<file path="src/rtl/ula_scheduler.sv">
// Two-requester ALU scheduler: arbitrates, captures operands, computes in EXEC, reports in DONE.
// Optional macro ULA_SCHED_RR_EN selects round-robin arbitration instead of fixed priority to requester 0.
module ula_scheduler #(
    parameter int WIDTH = 8
) (
    input  logic             clk,
    input  logic             rst_n,
    input  logic             req0,
    input  logic             req1,
    input  logic [2:0]       op0,
    input  logic [2:0]       op1,
    input  logic [WIDTH-1:0] a0,
    input  logic [WIDTH-1:0] b0,
    input  logic [WIDTH-1:0] a1,
    input  logic [WIDTH-1:0] b1,
    output logic             ack0,
    output logic             ack1,
    output logic             vld0,
    output logic             vld1,
    output logic [WIDTH-1:0] res,
    output logic             zf,
    output logic             busy
);

    typedef enum logic [1:0] {
        IDLE,
        EXEC,
        DONE
    } state_t;

    state_t           state;
    state_t           state_next;
    logic             any_req;
    logic             grant_id;
    logic             win_id;
    logic [2:0]       op_lat;
    logic [WIDTH-1:0] a_lat;
    logic [WIDTH-1:0] b_lat;
    logic [WIDTH-1:0] alu_res;

    assign any_req = req0 | req1;

`ifdef ULA_SCHED_RR_EN
    // prio names the requester that wins a tie; it flips away from whoever was just granted.
    logic prio;

    always_comb begin
        if (req0 && req1) begin
            grant_id = prio;
        end else begin
            grant_id = req1 & ~req0;
        end
    end

    always_ff @(posedge clk) begin
        if (!rst_n) begin
            prio <= 1'b0;
        end else if (state == IDLE && any_req) begin
            prio <= ~grant_id;
        end
    end
`else
    always_comb begin
        grant_id = ~req0;
    end
`endif

    always_ff @(posedge clk) begin
        if (!rst_n) begin
            state <= IDLE;
        end else begin
            state <= state_next;
        end
    end

    always_comb begin
        state_next = state;
        case (state)
            IDLE:    if (any_req) state_next = EXEC;
            EXEC:    state_next = DONE;
            DONE:    state_next = IDLE;
            default: state_next = IDLE;
        endcase
    end

    // The ALU only ever sees captured operands, so requesters may change inputs after ack.
    always_comb begin
        alu_res = '0;
        case (op_lat)
            3'b010:  alu_res = a_lat + b_lat;
            3'b110:  alu_res = a_lat + ~b_lat + {{(WIDTH-1){1'b0}}, 1'b1};
            3'b000:  alu_res = a_lat & b_lat;
            3'b001:  alu_res = a_lat | b_lat;
            3'b111:  alu_res = {{(WIDTH-1){1'b0}}, (a_lat < b_lat)};
            default: alu_res = '0;
        endcase
    end

    always_ff @(posedge clk) begin
        if (!rst_n) begin
            op_lat <= 3'b000;
            a_lat  <= '0;
            b_lat  <= '0;
            win_id <= 1'b0;
            res    <= '0;
            zf     <= 1'b1;
        end else begin
            if (state == IDLE && any_req) begin
                win_id <= grant_id;
                op_lat <= grant_id ? op1 : op0;
                a_lat  <= grant_id ? a1 : a0;
                b_lat  <= grant_id ? b1 : b0;
            end
            if (state == EXEC) begin
                res <= alu_res;
                zf  <= (alu_res == '0);
            end
        end
    end

    assign ack0 = (state == EXEC) && !win_id;
    assign ack1 = (state == EXEC) && win_id;
    assign vld0 = (state == DONE) && !win_id;
    assign vld1 = (state == DONE) && win_id;
    assign busy = (state != IDLE);

endmodule

</file>
<file path="config.mk">
export PLATFORM = sky130hd
export DESIGN_NAME = ula_scheduler
export DESIGN_NICKNAME = d
export VERILOG_FILES = /design/src/rtl/ula_scheduler.sv
export SDC_FILE = /design/constraint.sdc
export NUM_CORES = 1
export LEC_CHECK = 0
export ABC_AREA = 1
export CAP_MARGIN = 10
export CORE_AREA = 4 4 82 84
export CTS_CLUSTER_DIAMETER = 200
export DETAILED_ROUTE_END_ITERATION = 6
export DIE_AREA = 0 0 86 88
export PLACE_DENSITY = 0.67
export SLEW_MARGIN = 20
export SYNTH_ARGS = -nofsm -noshare
export SYNTH_HDL_FRONTEND = slang
export SYNTH_SLANG_ARGS = --single-unit
</file>
<file path="constraint.sdc">
create_clock -name clk -period 2.2 [get_ports clk]
set_clock_uncertainty 0.05 [all_clocks]
set_input_delay 0.66 -clock clk [delete_from_list [all_inputs] [get_ports clk]]
set_output_delay 0.66 -clock clk [all_outputs]
set_load 0.03 [all_outputs]
</file>
==> summary.md <==
| Metric | Value |
|---|---|
| Register-to-register setup slack | `0.20 ns` |
| Critical Path Max Stage Delay | `0.67 ns` |
| Die W | `86 µm` |
| Lkg Pwr | `1.51 nW` |
| GPL Wtd Cong | `0.971` |
| ANT cells | `0` |
| Cell variety after synth | `30` |
| Register area share after synthesis | `0.262` |
| Tmin final | `2.00 ns` |
| Die area | `0.00757 mm²` |
| Initial antenna violation count | `0` |
| Bufs on Longest Clock Path | `2` |
| Initial Utilization | `0.400` |
| Routing usage on met1 | `0.219` |
| DRC | `0` |
| Number of fill cells in the layout | `594` |
| Post-Synth XOR/XNOR Area | `0.00370` |
| Largest family of logic cells by synthesized area | `simple AND/OR/NAND/NOR gates` |
| DRT Wirelength | `5920 µm` |
| CP max stage cell | `clkdlybuf4s50_1` |
| RSZ-0062 raised after global routing | `false` |
| GR peak layer | `met2` |
| Outcome | `complete, no violations` |
| Post-Layout Cell Count | `501` |
| Clk slew on worst S/H paths | `0.07 ns` |
| Drt first pass iters | `4` |
| Sequential standard cell area | `621 µm²` |
| Post-synthesis adder-cell area fraction | `0.149` |
| Initial DRC count | `126` |
| Multiplexer area fraction after synthesis | `0` |
| Util after Layout | `0.529` |
| Hold Crit Start | `res[4]$_SDFFE_PN0N_` |
| Synth Area in Simple Gates | `0.314` |
| Global Route met3 Usage | `0.0282` |
| Vias in the first global route | `2391` |
| Cell Area, Synth | `0.00237 mm²` |
| Post-Syn Nets | `440` |
| Reg-to-Reg End | `zf$_SDFFE_PN1N_` |
| Worst Setup Path Type | `flip-flop to primary output` |
| Relative slew slack | `0.753` |
| Placed Area | `0.00302 mm²` |
| Via total after detailed routing | `2426` |
| Slew Viols, Final | `0` |
| Die Y | `88 µm` |
| CTS tree | `built` |
| Critical Path AT | `1.29 ns` |
| Ys Warns | `0` |
| Final Net Count | `494` |
| R2R Path Start | `a_lat[0]$_SDFFE_PN0P_` |
| Core Box Area | `0.00592 mm²` |
| Final Hold Fails | `0` |
| Dpl hpwl | `4770 µm` |
| CTS sink cnt | `31` |
| Finish-stage setup viols | `0` |
| Setup TNS | `0 ns` |
| Wirelength per Cell | `11.8 µm` |
| Worst path top cell family by delay | `buffers and inverters` |
| Synth Instances | `371` |
| Peak Freq | `499 MHz` |
| Antenna-violating nets left | `0` |
| Avg Vias per Cell | `4.84` |
| Total grt overflow | `0` |
| First-pass GRT wire length | `10200 µm` |
| Syn Area/Cell | `6.38 µm²` |
| H-tree levels | `2` |
| Worst Hold End | `res[4]$_SDFFE_PN0N_` |
| Met2 Resource Use GR | `0.267` |
| Hold path cells | `2` |
| Crit Path Max Fanout | `2` |
| Cell Chain, Critical Path | `clkdlybuf4s50_1` |
| Synthesis-to-finish area growth | `32.3%` |
| Largest net degree at the start of global routing | `40` |
| FF+latch count, synth | `31` |
| Final Instance Area | `0.00313 mm²` |
| Final period utilization | `0.910` |
| Startpoint type of the worst setup path | `flip-flop` |
| IO Count | `56` |
| Worst reg2reg path depth | `14` |
| Worst-Skew Late Latency | `0.28 ns` |
| Layout cells sized above 1 | `0.0634` |
| Crit path buf inv count | `1` |
| Complex-gate fraction of the synthesized area | `0.153` |
| Pwr/cell area | `647 mW/mm²` |
| Max IR drop VDD | `374 µV` |
| HP Class | `flip-flop to flip-flop` |
| Rows | `28` |
| Total CTS buffers | `5` |
| Multi-input logic area | `0.00147 mm²` |
| Clock root cell | `clkbuf_8` |
| Placed cell count | `493` |
| Hold_ws | `0.426 ns` |
| Worst Setup End Kind | `primary output` |
| Maxcap violations | `0` |
| Total GRT Usage | `0.166` |
| Crit path required time | `1.49 ns` |
| Worst-Margin Slew | `0.370 ns` |
| IO Port Bufs | `55` |
==> sequential cells by signal, summed over array words and instances, names as in the netlist <==
signal  flops
a_lat       8
b_lat       8
op_lat      3
res         8
state       2
win_id      1
zf          1
==> per-stage QoR <==
stage	setup WS [ns]	total power [W]
after floorplan	0.400	0.00120
after global placement	0.149	0.00144
after detailed placement	0.180	0.00145
after CTS	0.0252	0.00204
after global routing	0.0117	0.00218
final	0.198	0.00203
==> synthesized netlist by cell type, drive strengths merged <==
library cell    n  share of area
and3            1         0.0032
nor3            2         0.0042
and2            1         0.0026
dfxtp          31           0.26
o22ai           2         0.0053
clkbuf          7          0.011
a31oi          19          0.050
nand3b          1         0.0032
xor2            1         0.0037
ha             25           0.13
o21bai          2         0.0063
or2             1         0.0026
o21ai          32          0.068
nand2         100           0.16
nand4           2         0.0053
o211ai          1         0.0032
clkinv          2         0.0032
buf             7          0.017
nor2           34          0.056
inv            55          0.087
nand3          34          0.076
fa              2          0.017
a21oi           9          0.021
==> power breakdown <==
part / internal, W / switching, W
logic: 0.000314 / 0.000453
clock network: 0.000366 / 0.000215
registers: 0.000622 / 0.0000555
total: 0.00130 / 0.000723
==> area by class of cell <==
class                           count  share of cell area
Inverter                           57              0.0683
Multi-Input combinational cell    269               0.469
Sequential cell                    31               0.198
Timing Repair Buffer               61               0.197
Clock inverter                      2              0.0112
Tap cell                           75              0.0299
Clock buffer                        6              0.0263
==> logic make-up after synthesis <==
logic type / count (synthesis)
AOI/OAI and AO/OA: 65
adders and majority gates: 27
DFF: 31
and+or+nand+nor: 176
xor gates and xnor gates: 1
buffers and inverters: 71
==> tightest hold or removal path: cells and delay by family (launching register included) <==
kind	cells	cell delay (ns)
DFF	1	0.32
and+or+nand+nor	2	0.12
==> how the worst max path moves through the flow <==
stage	startpoint	cells past startpoint	to
detailed placement	req0	6	op_lat[1]$_SDFFE_PN0P_
global placement	req0	6	a_lat[0]$_SDFFE_PN0P_
finish	res[1]$_SDFFE_PN0N_	1	res[1]
floorplan	a_lat[0]$_SDFFE_PN0P_	14	zf$_SDFFE_PN1N_
global route	a_lat[0]$_SDFFE_PN0P_	14	zf$_SDFFE_PN1N_
CTS	state[0]$_SDFFE_PN0P_	3	busy
==> layout by cell type (no fill, tap or decap), drive strengths merged, types with 3 or more instances in the layout <==
cell type / synthesis / routed
nand2: 100 / 100
inv: 55 / 55
clkdlybuf4s50: 0 / 50
nor2: 34 / 34
nand3: 34 / 34
o21ai: 32 / 32
dfxtp: 31 / 31
ha: 25 / 25
a31oi: 19 / 19
a21oi: 9 / 9
clkbuf: 7 / 6
buf: 7 / 6
dlygate4sd2: 0 / 4
clkinv: 2 / 3
==> routing by layer <==
metal	share of wire	vias to the layer above
li1	-	1296
met1	0.50	1047
met2	0.43	69
met3	0.048	14
met4	0.025	0
met5	0	-
==> timing repair <==
item / 4_1_cts / 5_1_grt
hold buffers: 0 / 0
hold endpoints to repair: 0 / 0
endpoints found under the setup margin: 4 / 2
setup buffers: 0 / 0
resized for setup: 4 / 2
Power figures use the tool's default switching activity.
